### config.mk
export PLATFORM = sky130hd
export DESIGN_NAME = instruction_fetch_unit
export DESIGN_NICKNAME = d
export VERILOG_FILES = /design/src/rtl/instruction_fetch_unit.sv
export SDC_FILE = /design/constraint.sdc
export NUM_CORES = 1
export LEC_CHECK = 0
export BUFFER_PORTS_ARGS = -buffer_cell sky130_fd_sc_hd__buf_4
export CORE_MARGIN = 1.5
export CORE_UTILIZATION = 58
export CTS_CLUSTER_SIZE = 8
export DETAILED_ROUTE_END_ITERATION = 16
export GPL_TIMING_DRIVEN = 0
export HOLD_SLACK_MARGIN = 0.08
export PLACE_DENSITY = 0.86
export SLEW_MARGIN = 20
export SYNTH_ARGS = -nofsm -noshare
export SYNTH_HDL_FRONTEND = slang
export SYNTH_SLANG_ARGS = --single-unit
### constraint.sdc
create_clock -name clock -period 4.2 [get_ports clock]
set_input_delay 0.21 -clock clock [delete_from_list [all_inputs] [get_ports clock]]
set_output_delay 0.21 -clock clock [all_outputs]
set_load 0.005 [all_outputs]
### src/rtl/instruction_fetch_unit.sv
// instruction_fetch_unit
//
// Fetch stage that sits directly in front of the decoder/controller. It owns
// the PC and sends one request at a time to the instruction cache. Each fetched
// 32-bit word is presented to the controller together with its PC. A taken
// branch from downstream redirects the PC. Any stale in-flight or held
// instruction is then thrown away.
//
// Handshakes (valid/ready):
//   - A transfer happens on a rising clock edge where both valid and ready
//     are 1.
//   - Once a producer raises valid, it keeps valid and its payload stable
//     until that transfer happens. A redirect is the only exception: it may
//     withdraw the presented instruction.
//   - Ready may change freely and never depends on valid from the same side.
//   - The cache response is a single-cycle pulse (imemRespValid). It has no
//     ready, and it only counts while a request is outstanding.
//
// Ports
//   clock, resetN      rising-edge clock; asynchronous active-low reset
//   imemReqValid/Ready request channel to the cache; imemAddr = pc
//   imemRespValid/Data response pulse and fetched word from the cache
//   instrValid/Ready   instruction channel to the controller
//   instruction        instruction word presented to the controller
//   instrPC            address of the presented instruction
//   redirectValid      load redirectTarget (word aligned) into pc
//   redirectTarget     new PC from branch resolution
//   fetchCount         number of instructions handed over (wraps)
//   dbgState           current FSM state (0 FETCH, 1 WAIT, 2 HOLD)
module instruction_fetch_unit #(
  parameter int unsigned         PC_WIDTH = 64,
  parameter logic [PC_WIDTH-1:0] RESET_PC = '0
) (
  input  logic                clock,
  input  logic                resetN,
  output logic                imemReqValid,
  input  logic                imemReqReady,
  output logic [PC_WIDTH-1:0] imemAddr,
  input  logic                imemRespValid,
  input  logic [31:0]         imemRespData,
  output logic                instrValid,
  input  logic                instrReady,
  output logic [31:0]         instruction,
  output logic [PC_WIDTH-1:0] instrPC,
  input  logic                redirectValid,
  input  logic [PC_WIDTH-1:0] redirectTarget,
  output logic [31:0]         fetchCount,
  output logic [1:0]          dbgState
);

  typedef enum logic [1:0] {
    FETCH = 2'd0,
    WAIT  = 2'd1,
    HOLD  = 2'd2
  } state_t;

  state_t              state;
  logic [PC_WIDTH-1:0] pc;
  logic [PC_WIDTH-1:0] inflightPC;
  logic                dropPending;  // the outstanding response belongs to a squashed path
  logic [PC_WIDTH-1:0] redirectPC;

  assign redirectPC = {redirectTarget[PC_WIDTH-1:2], 2'b00};

  // A request is raised only in FETCH. Gating with resetN keeps it low for the
  // whole of reset, even though the state register already reads FETCH then.
  assign imemReqValid = resetN && (state == FETCH);
  assign imemAddr     = pc;
  assign dbgState     = state;

  always_ff @(posedge clock or negedge resetN) begin
    if (!resetN) begin
      state       <= FETCH;
      pc          <= RESET_PC;
      inflightPC  <= '0;
      dropPending <= 1'b0;
      instrValid  <= 1'b0;
      instruction <= '0;
      instrPC     <= '0;
      fetchCount  <= '0;
    end else if (redirectValid) begin
      // A redirect wins over everything else. The held instruction is dropped
      // without being counted, even if instrReady is high in the same cycle.
      pc         <= redirectPC;
      instrValid <= 1'b0;
      case (state)
        FETCH: begin
          if (imemReqReady) begin
            // The cache took the old-path request anyway, so its response
            // must be swallowed.
            state       <= WAIT;
            inflightPC  <= pc;
            dropPending <= 1'b1;
          end else begin
            state <= FETCH;
          end
        end
        WAIT: begin
          if (imemRespValid) begin
            state       <= FETCH;
            dropPending <= 1'b0;
          end else begin
            state       <= WAIT;
            dropPending <= 1'b1;
          end
        end
        default: state <= FETCH;
      endcase
    end else begin
      case (state)
        FETCH: begin
          if (imemReqReady) begin
            state      <= WAIT;
            inflightPC <= pc;
          end
        end
        WAIT: begin
          if (imemRespValid) begin
            if (dropPending) begin
              dropPending <= 1'b0;
              state       <= FETCH;
            end else begin
              instruction <= imemRespData;
              instrPC     <= inflightPC;
              instrValid  <= 1'b1;
              pc          <= inflightPC + PC_WIDTH'(4);
              state       <= HOLD;
            end
          end
        end
        HOLD: begin
          if (instrReady) begin
            instrValid <= 1'b0;
            fetchCount <= fetchCount + 32'd1;
            state      <= FETCH;
          end
        end
        default: state <= FETCH;
      endcase
    end
  end

endmodule
# == Word level (Yosys, flattened, before mapping) ==
# Cells that the tools add are included.
# op_classes
n_reduce_logical,13
muxes,24
eq_ne,8
bitwise_logic,2
add_sub_neg,2
# ops
cell,count
$mux 64,4
$add 64x3->64 const B,1
$add 32x1->32 const B,1
$ne 3x3->1 const B,5
$reduce_and 4->1,3
$mux 1,11
$mux 2,5
$reduce_and 3->1,3
$pmux 2 s3,1
$reduce_bool 2->1,3
$pmux 1 s2,2
$pmux 2 s2,1
$reduce_bool 3->1,1
$eq 2x1->1 const B,1
$eq 2x2->1 const B,1
$logic_not 2->1,1
$ne 2x2->1 const B,1
$not 1->1,2
$reduce_and 2->1,1
$logic_and 1x1->1,1
# word_totals
out_inout_bits,196
input_bits,102
reg_bits,260
elab_cells,57

# == Logic depth before layout (Yosys ltp) ==
# depth
depth_word,5
depth_mapped,8
depth_no_buf,7

# == Worst setup path after synthesis ==
# No wires, ideal clock.
# synth_path
path_kind,reg-to-reg
start,reg inflightPC[2]
end,reg pc[44] (netlist: imemAddr[44])
setup_time_ns,0.064
required_time_ns,4.136
stages_incl_launch_ff,8
arrival_ns,1.964
path_slack_ns,2.172
path_cell_list,dfrtp_1 > ha_1 > nand4_1 > nor3_4 > nand2_1 > or3_1 > a311oi_1 > a21o_1
# synth_via
elab_chain_cells,5
# synth_lines
item,line,rtl
start: declaration,59,logic [PC_WIDTH-1:0] inflightPC;
start signal: assignment,92,inflightPC <= pc;
start signal: assignment,114,inflightPC <= pc;
$add 64x3->64,126,pc <= inflightPC + PC_WIDTH'(4);
$mux 64,119,if (dropPending) begin
$mux 64,118,if (imemRespValid) begin
$mux 64,110,case (state)
$mux 64,81,end else if (redirectValid) begin
end signal: assignment,84,pc <= redirectPC;
end signal: assignment,126,
end: declaration,58,logic [PC_WIDTH-1:0] pc;
# Every way passes these cells. The select of a mux whose other input is x is not followed.
# A chain may end at the register's enable or synchronous reset.

# == Final worst setup path ==
# layout_path
start,reg state[0] (netlist: dbgState[0])
end,reg pc[25] (netlist: imemAddr[25])
# layout_via
elab_chain_cells,3
# layout_lines
item,line,rtl
start: declaration,57,state_t state;
start signal: assignment,73,state <= FETCH;
start signal: assignment,91,state <= WAIT;
start signal: assignment,95,state <= FETCH;
$eq 2x1->1,110,
$reduce_bool 2->1 (no line),n/a,
$reduce_and 3->1 (no line),n/a,
# Every way passes these cells.

==> qor.csv <==
metric,value,unit
result of the run,finished clean,
fin util,83.1,%
worst setup path class,reg -> reg,
Synth Warn #,0,
portion of the post-synthesis area used by sequential elements,55.4,%
worst min path class,in -> reg,
cells after synthesis,1200,
area of the core,19700,µm²
post-place instance area,14400,µm²
"FFs w/ async S/R, synth",100,%
number of flops mapped to enable cells by yosys,0,
grt total ovfl,0,
slew at the pin closest to its max-slew limit,0.835,ns
maximum number of pins on one net before global-route repair,102,
cell type with the largest total area after synthesis,sky130_fd_sc_hd__dfrtp_1,
share of the cycle needed by the critical path after routing,67.7,%
"Req. time, crit path",4.62,ns
fraction of final layout cells sized beyond drive strength 1,25.9,%
sum of routed wire segments on met1,14.9,mm
dominant register cell in the synthesized netlist,sky130_fd_sc_hd__dfrtp_1,
Static Leak,0.00786,µW
max-capacitance violation count,0,
Die Span X,145,µm
total count of max-transition violations in the final report,0,
CTS tree,done,
Layout Skew,0.0218,ns
number of global-route vias before repair,12001,
Clock Sink Count,260,
top routing layer in use,met4,
number of gates resized after CTS,0,
library cell with the highest instance count after synthesis,sky130_fd_sc_hd__nand2_1,
Cell Rows,51,
final design instance area without fill,16300,µm²
maximum achievable frequency,0.352,GHz
library cell used as clock root buffer,sky130_fd_sc_hd__clkbuf_16,
netlist area before placement,11700,µm²
detailed-routed wire length on met2,20.9,mm
deepest level of the CTS H-tree,2,
Filler Cells Inserted,1064,
average detailed-routed wire length per instance,22.2,µm
wire length of the first global-routing pass,65.9,mm
Synth Area per Inst,9.79,µm²
area share of the leading cell type in the synthesized netlist,55.4,%
number of clock buffers inserted by TritonCTS,38,
most common library cells after synthesis,"sky130_fd_sc_hd__nand2_1, sky130_fd_sc_hd__dfrtp_1, sky130_fd_sc_hd__xnor2_1",
number of nets at the end of the flow,1737,
area grow syn2layout,39.1,%
largest cells by area after synthesis,"sky130_fd_sc_hd__dfrtp_1, sky130_fd_sc_hd__nand2_1, sky130_fd_sc_hd__mux2_2, sky130_fd_sc_hd__xnor2_1, sky130_fd_sc_hd__o21ai_0",
Final Critical Period,2.84,ns
CTS Buffer Depth,3,
capturing element type of the critical path,flip-flop,
worst slew margin relative to its limit,43.9,%
area of combinational cells with multiple inputs,4940,µm²
pwr dens,617,nW/µm²
wire length on met3,4.14,mm
total global-route track usage,40.1,%
Reg area,6510,µm²
clock transition time at the flip-flop clock pins of the worst setup and hold paths,0.05,ns
DP Wirelength,25.8,mm
count of buffers from port buffering,294,
total wirelength of the detailed-routed design,42.2,mm
drt first-iter violations,1019,
total die area,21100,µm²
Design Power,10100,µW
residual DRC count,0,
setup violation total in the final timing report,0,
register bit count reported by yosys,260,
syn_nets,1304,
Clock Latency Late Sink,0.51,ns
io pins,298,
final weighted congestion of routability-driven global placement,0.925,
post-synth cell types,47,
starting density of the core,59.8,%
mean number of vias per cell,6.00,
buffer count from post-CTS setup fixing,0,
CP startpoint kind,flip-flop,
final total negative setup slack,0,ns
Worst Path Max Fanout,10,
Detailed Routing Iterations Pass 1,7,
number of routed nets with antenna violations,0,
Hold Buf Count CTS,97,
Final Hold Vio Count,0,
number of antenna violations at the first check in global routing,1,
Die Height,145,µm
vias after detailed routing,11397,
arrival time at the worst endpoint,3.27,ns
setup repair after global routing missed its margin,false,
maximum vdd drop,0.000652,V
-- flip-flops by register name (all words and copies together) (netlist names) --
| register | count |
|---|---|
| inflightPC | 64 |
| instrPC | 64 |
| instruction | 32 |
| fetchCount | 32 |
| imemAddr | 64 |
| instrValid | 1 |
| dbgState | 2 |
| dropPending | 1 |
-- report_power, final --
| part | switching (µW) | internal, µW |
|---|---|---|
| Clock | 1050 | 1690 |
| Combinational | 1520 | 1560 |
| Sequential | 912 | 3370 |
| Total | 3480 | 6610 |
-- stage by stage --
| stage | cells | hold slack (ns) | worst slack (ns) |
|---|---|---|---|
| after detailed placement | 1761 | 0.224 | 1.49 |
| after floorplan | 1200 | -0.0856 | 2.17 |
| after global routing | 1900 | 0.144 | 1.22 |
| after CTS | 1899 | 0.0944 | 1.49 |
| after global placement | 1759 | 0.402 | 0.856 |
| final | 1900 | 0.120 | 1.36 |
-- cell families (layout without fill, tap and decap cells) --
kind of cell / Yosys count / in the layout / synth area share [%]
multiplexers: 66 / 66 / 6.23
AND/OR/NAND/NOR: 593 / 593 / 23.3
flip-flops: 260 / 260 / 55.4
other: 0 / 1 / 0
XOR/XNOR: 80 / 80 / 5.96
buffers and inverters: 77 / 511 / 2.61
adder cells (fa/ha/maj): 2 / 2 / 0.213
AO/OA/AOI/OAI: 122 / 122 / 6.34
-- final timing paths --
kind                                          from                    endpoint  slack (ns)  depth (start not counted)
max                        dbgState[0]$_DFFE_PN0P_    imemAddr[25]$_DFFE_PN0P_        1.36                          7
min                                   imemReqReady     dbgState[0]$_DFFE_PN0P_        0.12                          4
max reg2reg                dbgState[0]$_DFFE_PN0P_    imemAddr[25]$_DFFE_PN0P_        1.36                          7
min reg2reg                 instrPC[7]$_DFFE_PN0P_      instrPC[7]$_DFFE_PN0P_        0.47                          2
max in group asynchronous                   resetN  instruction[7]$_DFFE_PN0P_        2.63                          4
min in group asynchronous                   resetN     imemAddr[7]$_DFFE_PN0P_        0.26                          2
-- layout make-up --
| cell class | instances | area share [%] |
|---|---|---|
| flip-flops and latches | 260 | 39.8 |
| multi-input cells | 863 | 30.2 |
| repair buffers | 393 | 19.8 |
| clock buffers | 39 | 5.97 |
| well taps | 265 | 2.03 |
| plain buffers | 65 | 1.60 |
| inverters | 12 | 0.276 |
| clock inverters | 2 | 0.237 |
| diodes | 1 | 0.0153 |
-- worst max-delay path, stage by stage (launching register included) --
cell and delay (ns):
sky130_fd_sc_hd__dfrtp_1 0.48, sky130_fd_sc_hd__nand2_1 0.14, sky130_fd_sc_hd__or3_1 0.32, sky130_fd_sc_hd__clkbuf_1 0.22
sky130_fd_sc_hd__nor2_2 0.66, sky130_fd_sc_hd__clkbuf_1 0.65, sky130_fd_sc_hd__o211ai_1 0.17, sky130_fd_sc_hd__nand3_1 0.14
-- layer usage --
metal	track usage, %	vias up
met1	47.1	5530
met3	9.50	179
met5	0	-
met4	22.2	0
li1	-	4886
met2	67.9	802
-- cells in the final DEF, fill, tap and decap left out, drive strengths merged --
cell         synthesis  layout
nor2b                2       2
and3                16      16
nor4bb               1       1
nand4               20      20
o31ai               10      10
o211ai               1       1
o221ai              18      18
and4                 6       6
o21ai               52      52
or3                  8       8
nand3               28      28
nor3b               14      14
clkbuf              55      94
nor2                48      48
nand2b               2       2
dfrtp              260     260
a21o                 3       3
nor4                15      15
a311oi               4       4
o31a                 3       3
ha                   2       2
and2                 4       4
nor3                30      30
xnor2               61      61
a21oi               30      30
nand4bb              1       1
a221o                1       1
buf                 10     306
mux2i                9       9
or4                  1       1
xor2                19      19
nand2              396     396
inv                 12      13
bufinv               0       1
dlygate4sd3          0      97
diode                0       1
nand3b               1       1
mux2                57      57
Note: power is estimated with default switching activity, not from simulation.
